<file path="src/rtl/muldiv_sequencer.sv">
// Iterative unsigned multiply/divide engine for the 64-bit CPU datapath.
// It performs one shift-add (multiply) or restoring (divide) step per cycle
// and stalls the pipeline until the result is committed in the DONE cycle.
module muldiv_sequencer #(
  parameter int WIDTH = 64
) (
  input  logic             clk,
  input  logic             rst,
  input  logic             start,
  input  logic             op,
  input  logic [WIDTH-1:0] a,
  input  logic [WIDTH-1:0] b,
  output logic             stall,
  output logic             busy,
  output logic             done,
  output logic [WIDTH-1:0] result,
  output logic [WIDTH-1:0] remainder,
  output logic             div_by_zero
);

  localparam int CW = (WIDTH > 1) ? $clog2(WIDTH) : 1;

  typedef enum logic [1:0] {S_IDLE, S_RUN, S_DONE} state_t;

  state_t          state;
  logic [CW-1:0]   counter;
  logic            op_r;
  // hi/lo form one 2*WIDTH working register:
  //   multiply: {hi, lo} = partial product, lo starts as the multiplier
  //   divide:   hi = partial remainder, lo = dividend shifting into quotient
  logic [WIDTH-1:0] hi;
  logic [WIDTH-1:0] lo;
  logic [WIDTH-1:0] opnd;          // multiplicand or divisor
  logic [2*WIDTH-1:0] step_nxt;

  // One shift-add step: conditionally add multiplicand to the upper half,
  // then shift the whole {carry, hi, lo} right by one.
  function automatic logic [2*WIDTH-1:0] mul_step(
    input logic [WIDTH-1:0] h,
    input logic [WIDTH-1:0] l,
    input logic [WIDTH-1:0] addend
  );
    logic [WIDTH:0] sum;
    sum = {1'b0, h} + {1'b0, (l[0] ? addend : {WIDTH{1'b0}})};
    return {sum, l[WIDTH-1:1]};
  endfunction

  // One restoring-division step: shift the next dividend bit into the
  // partial remainder and subtract the divisor if it fits.
  function automatic logic [2*WIDTH-1:0] div_step(
    input logic [WIDTH-1:0] h,
    input logic [WIDTH-1:0] l,
    input logic [WIDTH-1:0] divisor
  );
    logic [WIDTH:0] shifted;
    logic [WIDTH:0] diff;
    shifted = {h, l[WIDTH-1]};
    diff    = shifted - {1'b0, divisor};
    if (shifted >= {1'b0, divisor})
      return {diff[WIDTH-1:0], l[WIDTH-2:0], 1'b1};
    else
      return {shifted[WIDTH-1:0], l[WIDTH-2:0], 1'b0};
  endfunction

  // Next value of the working register for the current iteration
  always_comb begin
    step_nxt = op_r ? div_step(hi, lo, opnd) : mul_step(hi, lo, opnd);
  end

  // The issuing cycle must already freeze the PC, so stall follows start in IDLE
  assign stall = (state == S_IDLE) ? start : (state == S_RUN);

  // Controller FSM with registered status and result outputs
  always_ff @(posedge clk) begin
    if (rst) begin
      state       <= S_IDLE;
      counter     <= '0;
      op_r        <= 1'b0;
      busy        <= 1'b0;
      done        <= 1'b0;
      result      <= '0;
      remainder   <= '0;
      div_by_zero <= 1'b0;
    end else begin
      done <= 1'b0;
      case (state)
        S_IDLE: begin
          if (start) begin
            op_r    <= op;
            counter <= '0;
            if (op && (b == '0)) begin
              state       <= S_DONE;
              done        <= 1'b1;
              result      <= '1;
              remainder   <= a;
              div_by_zero <= 1'b1;
            end else begin
              state <= S_RUN;
              busy  <= 1'b1;
            end
          end
        end
        S_RUN: begin
          counter <= counter + 1'b1;
          if (counter == CW'(WIDTH - 1)) begin
            state       <= S_DONE;
            busy        <= 1'b0;
            done        <= 1'b1;
            result      <= step_nxt[WIDTH-1:0];
            remainder   <= op_r ? step_nxt[2*WIDTH-1:WIDTH] : '0;
            div_by_zero <= 1'b0;
          end
        end
        S_DONE: begin
          // Same instruction is retiring; start still high must not relaunch
          state <= S_IDLE;
        end
        default: begin
          state <= S_IDLE;
          busy  <= 1'b0;
        end
      endcase
    end
  end

  // Datapath working registers; contents are don't-care outside RUN
  always_ff @(posedge clk) begin
    if (state == S_IDLE && start) begin
      hi   <= '0;
      lo   <= op ? a : b;
      opnd <= op ? b : a;
    end else if (state == S_RUN) begin
      {hi, lo} <= step_nxt;
    end
  end

endmodule

</file>
<file path="config.mk">
export PLATFORM = sky130hd
export DESIGN_NAME = muldiv_sequencer
export DESIGN_NICKNAME = d
export VERILOG_FILES = /design/src/rtl/muldiv_sequencer.sv
export SDC_FILE = /design/constraint.sdc
export NUM_CORES = 1
export LEC_CHECK = 0
export BUFFER_PORTS_ARGS = -buffer_cell sky130_fd_sc_hd__buf_4
export CELL_PAD_IN_SITES_DETAIL_PLACEMENT = 1
export CELL_PAD_IN_SITES_GLOBAL_PLACEMENT = 2
export CORE_UTILIZATION = 36
export CTS_CLUSTER_SIZE = 16
export DETAILED_ROUTE_END_ITERATION = 8
export GPL_TIMING_DRIVEN = 0
export PLACE_DENSITY_LB_ADDON = 0.3
export SLEW_MARGIN = 20
export SYNTH_ARGS = -nofsm -noshare
export SYNTH_HDL_FRONTEND = slang
export SYNTH_SLANG_ARGS = --single-unit
</file>
<file path="constraint.sdc">
create_clock -name clk -period 5.01 [get_ports clk]
set_input_delay 1.002 -clock clk [delete_from_list [all_inputs] [get_ports clk]]
set_output_delay 1.002 -clock clk [all_outputs]
set_load 0.03 [all_outputs]
</file>
==> results of run 1 <==
[area by class of cell]
class                           instances  area [sq um]
Sequential cell                       332          7928
Timing Repair Buffer                  267          2032
Clock buffer                           52          1160
Buffer                                194         779.5
Multi-Input combinational cell       2187         14430
Inverter                              100         377.9
Fill cell                            7745         36420
Antenna cell                            1         2.502
Tap cell                              855          1070
Clock inverter                         24         155.1
[final timing paths]
check | start | endpoint
hold reg to reg | remainder[31] | remainder[31]
setup / recovery | lo[63] | remainder[40]
hold / removal | remainder[31] | remainder[31]
setup reg to reg | lo[63] | remainder[40]
[cell usage after synthesis (18+ instances only)]
| cell | n | area share [%] |
|---|---|---|
| a21oi_1 | 288 | 6.1 |
| nand2_1 | 218 | 3.5 |
| and2_1 | 76 | 2.0 |
| inv_1 | 100 | 1.6 |
| o21ai_0 | 114 | 2.4 |
| nor2_1 | 284 | 4.5 |
| xor2_1 | 45 | 1.7 |
| a211oi_1 | 186 | 6.0 |
| o21a_1 | 18 | 0.58 |
| o211ai_1 | 23 | 0.74 |
| a21o_1 | 64 | 2.0 |
| nor2b_1 | 82 | 2.2 |
| xnor2_1 | 68 | 2.5 |
| dfxtp_1 | 204 | 17 |
| nor4_1 | 23 | 0.61 |
| clkbuf_1 | 148 | 2.4 |
| buf_1 | 19 | 0.30 |
| nand4_1 | 45 | 1.2 |
| ha_1 | 129 | 6.9 |
| o21bai_1 | 28 | 0.90 |
| edfxtp_1 | 128 | 16 |
| mux2_2 | 69 | 3.3 |
| nor3_1 | 41 | 0.88 |
| nand3_1 | 54 | 1.2 |
| buf_2 | 23 | 0.49 |
| a31oi_1 | 43 | 1.1 |
| mux2i_1 | 88 | 3.8 |
[registers in the layout, summed over array words and instances, names as in the netlist]
signal	flops
lo	64
remainder	64
busy	1
counter	6
hi	64
done	1
opnd	64
op_r	1
result	64
div_by_zero	1
state	2
[what timing repair did]
item / in CTS / in global routing
gates resized for setup: 5 / 11
setup endpoints to repair: 17 / 14
pin swaps: 0 / 0
[power by group]
| part | total (uW) | switching, uW | internal (uW) |
|---|---|---|---|
| registers | 3650 | 418 | 3230 |
| logic | 5990 | 3980 | 2010 |
| clock network | 3010 | 1280 | 1730 |
| total | 12600 | 5680 | 6970 |
[tightest hold or removal path: stages (launching register included)]
cell and delay (ns):
dfxtp_1 0.31, nand2_1 0.05, a31oi_1 0.07
[stage by stage]
stage          hold slack (ns)   TNS (ns)  instances  area, sq um  setup WS [ns]
3_3_place_gp            0.4683     -84.62       3931        26490        -0.8755
4_1_cts                 0.4812          0       4011        27890       0.007605
6_report                0.4842          0       4012        27930        0.07359
3_5_place_dp            0.4716     -3.536       3935        26570        -0.6538
2_1_floorplan           0.4465          0       2813        23450          1.056
5_1_grt                 0.5104  -0.006560       4011        27930      -0.006560
[cell families after synthesis]
family          Yosys count  synth area share (%)
compound gates          891                 24.71
flops                   332                 33.81
buf+inv                 294                 4.883
xor+xnor                113                 4.221
fa+ha+maj               131                 7.055
simple gates            895                 18.25
mux                     157                 7.071
[routing by layer]
metal	routed length, microns	track usage [%]	up-vias
met5	0	0	-
met4	6636	17.46	0
met3	5031	3.300	237
met2	54810	57.43	754
met1	48600	42.75	12080
li1	-	-	10960
==> metrics.md, run 1 <==
| Metric | Value |
|---|---|
| Crit end category | `flip-flop` |
| Vias | `24030` |
| FF+latch count, synth | `332` |
| Syn. warnings | `0` |
| Routed length per instance | `28.68 microns` |
| DRC violations left | `0` |
| Commonest non-fill, non-tap cell in the layout | `a21oi_1` |
| Later-pin clock latency in the skew report | `0.58 ns` |
| Power density cells | `452.9 nW/um^2` |
| Syn Nets | `3076` |
| Final Setup Violations | `0` |
| Synthesized cell area | `23440 sq um` |
| Worst slew pin tran | `1.158 ns` |
| # clock sinks | `332` |
| Critical Path Max Stage Delay | `0.88 ns` |
| Syn avg cell area | `8.335 sq um` |
| Setup crit start kind | `flip-flop` |
| CP Depth | `15` |
| Die Wd | `257.2 microns` |
| Min Tclk post-route | `4.936 ns` |
| VDD IR max | `0.0002499 V` |
| Syn-to-layout area delta | `19.14%` |
| Detailed Place HPWL | `93.57 mm` |
| Leakage | `0.01111 uW` |
| Routability Congestion | `0.9625` |
| Finished Core Util | `43.41%` |
| Sequential area share after synthesis | `33.81%` |
| CP Max Fanout | `5` |
| Number of global-route vias before repair | `24590` |
| Final nets | `3387` |
| Inserted Clock Buffers | `42` |
| CTS HTree Levels | `2` |
| Flop2flop setup slack | `0.07 ns` |
| Post-synth EDFFs | `128` |
| Initial core utilization | `36.43%` |
| CTS Root Buffer Type | `clkbuf_16` |
| Core Area | `64350 sq um` |
| Min-delay worst type | `reg2reg` |
| CTS tree | `yes` |
| Post-synth ARST share | `0%` |
| Hold depth | `2` |
| Number of post-CTS setup repair buffers | `0` |
| Iter 0 DRT Violations | `1897` |
| Crit path buf inv count | `2` |
| CTS max path bufs | `3` |
| WP data arrival | `5.34 ns` |
| CP top delay family | `compound AO/OA/AOI/OAI gates` |
| Crit-path cells | `inv_1, ha_1, inv_1, fa_1, a21o_1, a221o_1, nand3_1, a31oi_1, or2_2, a21boi_0, o21ai_0, a21oi_1, xnor2_1, mux2i_1, a311oi_1` |
| Gate Count Post-Synth | `2813` |
| Slowest cell on crit path | `a21boi_0` |
| Max_cap viols | `0` |
| Slew HR | `22.78%` |
| Max Fclk | `0.2026 GHz` |
| Layout cells sized above 1 | `14.48%` |
| First-pass GRT wire length | `166.4 mm` |
| Initial antenna violation count | `2` |
| Site row count | `93` |
| Final Hold Viols | `0` |
| Largest net degree at the start of global routing | `50` |
| IO Port Bufs | `263` |
| Setup Skew | `0.02327 ns` |
| Netlist cell types | `81` |
| Die ar. | `66150 sq um` |
| Io pins | `264` |
| Max Slew Vio Count | `0` |
| Commonest non-fill, non-tap cells in the layout | `287 x a21oi_1, 283 x nor2_1, 266 x buf_4` |
| Worst-path clk slew | `0.06 ns` |
| Critical path class | `reg2reg` |
| Hold buffer count at cts | `0` |
| Required @ worst endpoint | `5.41 ns` |
| Vias per cell | `5.990` |
| Reg2Reg Depth | `15` |
| Top_reg_cell synth | `dfxtp_1` |
| Total power | `12650 uW` |
| CP dominant cell by count | `inv_1` |
| Final Cycle Share | `98.53%` |
| Die Span Y | `257.2 microns` |
| Status | `complete, no violations` |
| Total grt overflow | `0` |
| Total GRT Usage | `33.94%` |
| Final wirelength | `115.1 mm` |
| Antenna Nets Post-Route | `0` |
| Drt pass-1 iters | `5` |
Note: power is estimated with default switching activity, not from simulation.
==> run 2, diff against run 1 <==
--- a/config.mk
+++ b/config.mk
@@ -13,6 +13,7 @@
 export DETAILED_ROUTE_END_ITERATION = 8
 export GPL_TIMING_DRIVEN = 0
 export PLACE_DENSITY_LB_ADDON = 0.3
+export SETUP_SLACK_MARGIN = 0.4
 export SLEW_MARGIN = 20
 export SYNTH_ARGS = -nofsm -noshare
 export SYNTH_HDL_FRONTEND = slang
==> constraint.sdc (replaced) <==
create_clock -name clk -period 5.01 [get_ports clk]
set_input_delay 1.002 -clock clk [delete_from_list [all_inputs] [get_ports clk]]
set_output_delay 1.002 -clock clk [all_outputs]
set_load 0.05 [all_outputs]
==> run 2 against run 1 <==
Against the previous run: die area stayed put; largest cell class unchanged; global-route usage hardly changed; non-clock buffer count is 2 higher.
==> metrics.md, run 2 (synthesis results as in run 1) <==
| Metric | Value |
|---|---|
| Commonest non-fill, non-tap cells in the layout | `281 x nor2_1, 279 x a21oi_1, 268 x buf_4 (was 287 x a21oi_1, 283 x nor2_1, 266 x buf_4)` |
| Inserted Clock Buffers | `42 (unchanged)` |
| Area of the multi-input gates | `14570 sq um (was 14430 sq um)` |
| Hold buffer count at cts | `0 (unchanged)` |
| Drt pass-1 iters | `5 (unchanged)` |
| Setup WS pre-CTS | `-0.6538 ns (unchanged)` |
| Antenna Nets Post-Route | `0 (unchanged)` |
| VDD IR max | `0.0002490 V (was 0.0002499 V)` |
| RSZ-0062 raised after global routing | `no` |
| Routing usage on met2 | `57.45% (was 57.43%)` |
| Iter 0 DRT Violations | `1928 (was 1897)` |
| Total GRT Usage | `33.97% (was 33.94%)` |
| Later-pin clock latency in the skew report | `0.58 ns (about the same)` |
| Status | `complete, no violations (unchanged)` |
| Routing usage on met1 | `42.76% (was 42.75%)` |
| Largest net degree at the start of global routing | `50 (unchanged)` |
| Crit end category | `flip-flop (unchanged)` |
| Setup crit start kind | `flip-flop (unchanged)` |
| Max Slew Vio Count | `0 (unchanged)` |
| Die Wd | `257.2 microns (unchanged)` |
| Die Span Y | `257.2 microns (unchanged)` |
| Worst-path clk slew | `0.06 ns (about the same)` |
| Vias | `24060 (was 24030)` |
| Crit path from | `opnd[21] (was lo[63])` |
| DRC violations left | `0 (unchanged)` |
| DP Area | `26570 sq um (unchanged)` |
| Critical path class | `reg2reg (unchanged)` |
| FF+latch area | `7928 sq um (unchanged)` |
| CTS Root Buffer Type | `clkbuf_16 (unchanged)` |
| Die ar. | `66150 sq um (unchanged)` |
| Final Cycle Share | `90.67% (was 98.53%)` |
| Initial core utilization | `36.43% (unchanged)` |
| Io pins | `264 (unchanged)` |
| Core Area | `64350 sq um (unchanged)` |
| First-pass GRT wire length | `166.5 mm (was 166.4 mm)` |
| Final Hold Viols | `0 (unchanged)` |
| CP Capture Point | `remainder[48] (was remainder[40])` |
| CTS tree | `yes (unchanged)` |
| Sw Share | `45.41% (was 44.92%)` |
| Setup ws final | `0.4675 ns (was 0.07359 ns)` |
| Hold Path Origin | `remainder[29] (was remainder[31])` |
| Site row count | `93 (unchanged)` |
| Flop2flop setup slack | `0.47 ns (was 0.07 ns)` |
| Leakage | `0.01117 uW (was 0.01111 uW)` |
| Setup Skew | `0.02626 ns (was 0.02327 ns)` |
| Reg2Reg Depth | `14 (was 15)` |
| Required @ worst endpoint | `5.50 ns (was 5.41 ns)` |
| Power density cells | `457.5 nW/um^2 (was 452.9 nW/um^2)` |
| Min-delay worst type | `reg2reg (unchanged)` |
| IO Port Bufs | `263 (unchanged)` |
| P_sw | `5843 uW (was 5683 uW)` |
| # clock sinks | `332 (unchanged)` |
| Vias per cell | `5.994 (was 5.990)` |
| Routability Congestion | `0.9625 (unchanged)` |
| Slew HR | `23.27% (was 22.78%)` |
| Flop pwr share | `28.4% (was 28.8%)` |
| R2r startpoint | `opnd[21] (was lo[63])` |
| Initial antenna violation count | `2 (unchanged)` |
| CTS max path bufs | `3 (unchanged)` |
| Total grt overflow | `0 (unchanged)` |
| Logic pwr share | `48.2% (was 47.3%)` |
| Commonest non-fill, non-tap cell in the layout | `nor2_1 (was a21oi_1)` |
| Final wirelength | `115.3 mm (was 115.1 mm)` |
| # fillers | `7721 (was 7745)` |
| Syn-to-layout area delta | `19.95% (was 19.14%)` |
| CP Max Fanout | `9 (was 5)` |
| Reg2reg end | `remainder[48] (was remainder[40])` |
| Detailed Place HPWL | `93.57 mm (unchanged)` |
| Met3 Use GR | `3.369% (was 3.300%)` |
| Min Tclk post-route | `4.542 ns (was 4.936 ns)` |
| Layout cells sized above 1 | `15.42% (was 14.48%)` |
| Final Cell Area | `28120 sq um (was 27930 sq um)` |
| Worst slew pin tran | `1.151 ns (was 1.158 ns)` |
| Clock power frac | `23.4% (was 23.8%)` |
| WP data arrival | `5.03 ns (was 5.34 ns)` |
| Max Fclk | `0.2201 GHz (was 0.2026 GHz)` |
| Final Setup Violations | `0 (unchanged)` |
| P_int | `7024 uW (was 6967 uW)` |
| Routed length per instance | `28.72 microns (was 28.68 microns)` |
| CTS HTree Levels | `2 (unchanged)` |
| GR peak layer | `met2 (unchanged)` |
| Number of global-route vias before repair | `24610 (was 24590)` |
| Max_cap viols | `0 (unchanged)` |
| Final nets | `3389 (was 3387)` |
-- run 2: cell types whose count changed in the layout (fill, tap and decap cells not counted), sizes merged --
cell,change
buf,+1
clkbuf,+1
-- run 2: layer usage --
metal / part of all wire (%) / routed length [microns]
met1: 42 / 48570
met2: 48 / 55070
met3: 4.6 / 5250
met4: 5.5 / 6367
met5: 0.010 / 12
-- run 2: worst min path at each step --
stage,to,depth (start not counted)
4_1_cts,remainder[29],2
5_1_grt,remainder[31],2
3_3_place_gp,remainder[21],2
3_5_place_dp,remainder[29],2
6_report,remainder[29],2
2_1_floorplan,state[0],1
-- run 2: power by group through the flow --
stage / registers, uW / logic (uW) / clock network [uW]
after detailed placement: 3690 / 5970 / 0
after floorplan: 3760 / 3660 / 0
after CTS: 3640 / 6070 / 3030
final: 3650 / 6210 / 3010
after global placement: 3690 / 5870 / 0
after global routing: 3680 / 6640 / 3130
-- run 2: critical path, stage by stage (launching register included) --
cell	delay [ns]
edfxtp_1	0.51
inv_1	0.08
ha_1	0.27
buf_2	0.20
nand4_1	0.23
or3_1	0.49
or4_1	0.55
a31oi_2	0.35
o21a_1	0.28
nor2_1	0.10
a31oi_1	0.19
xnor2_1	0.13
a211oi_1	0.77
a211oi_1	0.11
nor3_1	0.21
-- run 2: layout make-up --
cell class / instances / area share, %
flip-flops and latches: 332 / 28.19
clock inverters: 24 / 0.5517
plain buffers: 194 / 2.834
well taps: 855 / 3.804
diodes: 1 / 0.008898
clock buffers: 52 / 4.124
repair buffers: 269 / 7.323
multi-input cells: 2187 / 51.82
inverters: 100 / 1.344
-- run 2: timing repair --
| action | in CTS | in global routing |
|---|---|---|
| resized for setup | 28 | 37 |
| buffers inserted | 2 | 0 |
| pin swaps | 3 | 2 |
| endpoints found under the setup margin | 50 | 61 |
-- run 2: stage by stage --
step | cells | util (%) | power (uW) | hold WS, ns | TNS, ns
floorplan | 2813 | - | 7416 | 0.4465 | 0
global route | 4013 | 43.70 | 13450 | 0.5104 | 0
global placement | 3931 | 41.17 | 9555 | 0.4683 | -84.62
finish | 4014 | 43.70 | 12870 | 0.4840 | 0
detailed placement | 3935 | 41.28 | 9657 | 0.4716 | -3.536
CTS | 4013 | 43.54 | 12740 | 0.4812 | 0
==> run 3, diff against run 2 <==
==> constraint.sdc (replaced) <==
create_clock -name clk -period 5.18 [get_ports clk]
set_input_delay 1.036 -clock clk [delete_from_list [all_inputs] [get_ports clk]]
set_output_delay 1.036 -clock clk [all_outputs]
set_load 0.05 [all_outputs]
==> run 3 against run 2 <==
Against the previous run: via count is 0.10% higher; cell count about the same; final area decreased by 0.46%; critical path type unchanged.
==> metrics.md, run 3 (synthesis results as in run 1) <==
| Metric | Value |
|---|---|
| Hold depth | `2 (unchanged)` |
| Min-delay worst type | `reg2reg (unchanged)` |
| Die ar. | `66150 sq um (unchanged)` |
| Finished Core Util | `43.50% (was 43.70%)` |
| Final Hold Viols | `0 (unchanged)` |
| Routability Congestion | `0.9625 (unchanged)` |
| Post-route insts no fill | `4012 (was 4014)` |
| Die Span Y | `257.2 microns (unchanged)` |
| Die Wd | `257.2 microns (unchanged)` |
| Final wirelength | `115.2 mm (was 115.3 mm)` |
| Area of the multi-input gates | `14480 sq um (was 14570 sq um)` |
| Final Setup Violations | `0 (unchanged)` |
| Total power | `12380 uW (was 12870 uW)` |
| Inserted Clock Buffers | `42 (unchanged)` |
| First-pass GRT wire length | `166.4 mm (was 166.5 mm)` |
| Drt pass-1 iters | `5 (unchanged)` |
| Largest net degree at the start of global routing | `50 (unchanged)` |
| Total grt overflow | `0 (unchanged)` |
| Vias | `24080 (was 24060)` |
| Core Area | `64350 sq um (unchanged)` |
| Final Cycle Share | `91.10% (was 90.67%)` |
| Routing usage on met1 | `42.77% (was 42.76%)` |
| WP data arrival | `5.21 ns (was 5.03 ns)` |
| Io pins | `264 (unchanged)` |
| IO Port Bufs | `263 (unchanged)` |
| Reg2Reg Depth | `15 (was 14)` |
| DRC violations left | `0 (unchanged)` |
| Total GRT Usage | `33.94% (was 33.97%)` |
| Max Fclk | `0.2119 GHz (was 0.2201 GHz)` |
| Detailed Place HPWL | `93.57 mm (unchanged)` |
| Leakage | `0.01113 uW (was 0.01117 uW)` |
| Number of post-CTS setup repair buffers | `0 (was 2)` |
| Routed length per instance | `28.70 microns (was 28.72 microns)` |
| Critical path class | `reg2reg (unchanged)` |
| CTS Root Buffer Type | `clkbuf_16 (unchanged)` |
| Commonest non-fill, non-tap cell in the layout | `a21oi_1 (was nor2_1)` |
| RSZ-0062 raised after global routing | `yes (was no)` |
| Crit path from | `opnd[52] (was opnd[21])` |
| Final nets | `3387 (was 3389)` |
| Setup Skew | `0.02411 ns (was 0.02626 ns)` |
| # clock sinks | `332 (unchanged)` |
| Layout cells sized above 1 | `14.92% (was 15.42%)` |
| Max_cap viols | `0 (unchanged)` |
| Routing usage on met2 | `57.37% (was 57.45%)` |
| R2r startpoint | `opnd[52] (was opnd[21])` |
| Worst slew pin tran | `1.134 ns (was 1.151 ns)` |
| Commonest non-fill, non-tap cells in the layout | `283 x a21oi_1, 282 x nor2_1, 266 x buf_4 (was 281 x nor2_1, 279 x a21oi_1, 268 x buf_4)` |
| Max Slew Vio Count | `0 (unchanged)` |
| Initial antenna violation count | `2 (unchanged)` |
| Hold Path Origin | `remainder[29] (unchanged)` |
| VDD IR max | `0.0002412 V (was 0.0002490 V)` |
| Site row count | `93 (unchanged)` |
| P_sw | `5625 uW (was 5843 uW)` |
| Slew HR | `24.41% (was 23.27%)` |
| CTS max path bufs | `3 (unchanged)` |
| Setup crit start kind | `flip-flop (unchanged)` |
| Sw Share | `45.43% (was 45.41%)` |
| Initial core utilization | `36.43% (unchanged)` |
| CTS HTree Levels | `2 (unchanged)` |
| Status | `complete, no violations (unchanged)` |
| Setup TNS | `0 ns (unchanged)` |
| Crit end category | `flip-flop (unchanged)` |
| Met3 Use GR | `3.320% (was 3.369%)` |
| Power density cells | `442.4 nW/um^2 (was 457.5 nW/um^2)` |
| Syn-to-layout area delta | `19.40% (was 19.95%)` |
| Iter 0 DRT Violations | `1966 (was 1928)` |
| Vias per cell | `6.003 (was 5.994)` |
| P_int | `6758 uW (was 7024 uW)` |
| Flop pwr share | `28.5% (was 28.4%)` |
| GR peak layer | `met2 (unchanged)` |
| Later-pin clock latency in the skew report | `0.58 ns (about the same)` |
| Clock power frac | `23.6% (was 23.4%)` |
| Number of global-route vias before repair | `24570 (was 24610)` |
| Required @ worst endpoint | `5.68 ns (was 5.50 ns)` |
| CTS tree | `yes (unchanged)` |
| FF+latch area | `7928 sq um (unchanged)` |
| Placed insts | `3935 (unchanged)` |
| Logic pwr share | `47.9% (was 48.2%)` |
| Worst-path clk slew | `0.07 ns (was 0.06 ns)` |
| # fillers | `7736 (was 7721)` |
| Antenna Nets Post-Route | `0 (unchanged)` |
| Min Tclk post-route | `4.719 ns (was 4.542 ns)` |
| CP Max Fanout | `10 (was 9)` |
-- run 3: layout make-up --
class                      instances  share of cell area, %
sequential                       332                  28.32
buffer                           194                  2.802
inverter                         100                  1.350
tap                              855                  3.822
timing repair buffer             267                  7.259
clock inverter                    24                 0.5542
antenna                            1               0.008939
clock buffer                      52                  4.143
multi-input combinational       2187                  51.74
-- run 3: final timing paths --
path	to	slack [ns]
setup / recovery	hi[20]	0.46
hold / removal	remainder[29]	0.48
setup reg to reg	hi[20]	0.46
hold reg to reg	remainder[29]	0.48
-- run 3: metal layers --
layer	wire length, microns	vias to the layer above
met3	5138	216
met5	0	-
met1	48700	12120
met4	6577	0
met2	54740	792
li1	-	10950
-- run 3: per-stage QoR --
step	setup WS (ns)	cell area, sq um	hold WS [ns]
after global placement	-0.7055	26490	0.4683
after detailed placement	-0.4838	26570	0.4716
final	0.4612	27990	0.4848
after floorplan	1.192	23450	0.4465
after CTS	0.3819	27940	0.4812
after global routing	0.3912	27990	0.5104
-- run 3: critical path, stage by stage (launching register included) --
cell and delay (ns):
edfxtp_1 0.47, inv_1 0.07, ha_1 0.27, clkbuf_1 0.35, nand4_1 0.42, or4_4 0.73, nor3_2 0.30, a211o_1 0.16
a211oi_2 0.09, nand3_2 0.14, buf_4 0.28, buf_2 0.41, nor2_1 0.08, a21oi_1 0.48, a211oi_1 0.17, nor3_1 0.19
-- run 3: what timing repair did --
action,4_1_cts,5_1_grt
hold buffers,0,0
setup endpoints to repair,25,42
resized for setup,13,20
hold endpoints to repair,0,0
pin swaps,0,1
cloned,0,0
-- run 3: power groups by stage --
stage	registers [uW]	clock network [uW]	logic (uW)
4_1_cts	3520	2930	5830
5_1_grt	3560	3020	6350
3_5_place_dp	3570	0	5770
2_1_floorplan	3630	0	3540
6_report	3530	2920	5940
3_3_place_gp	3570	0	5670
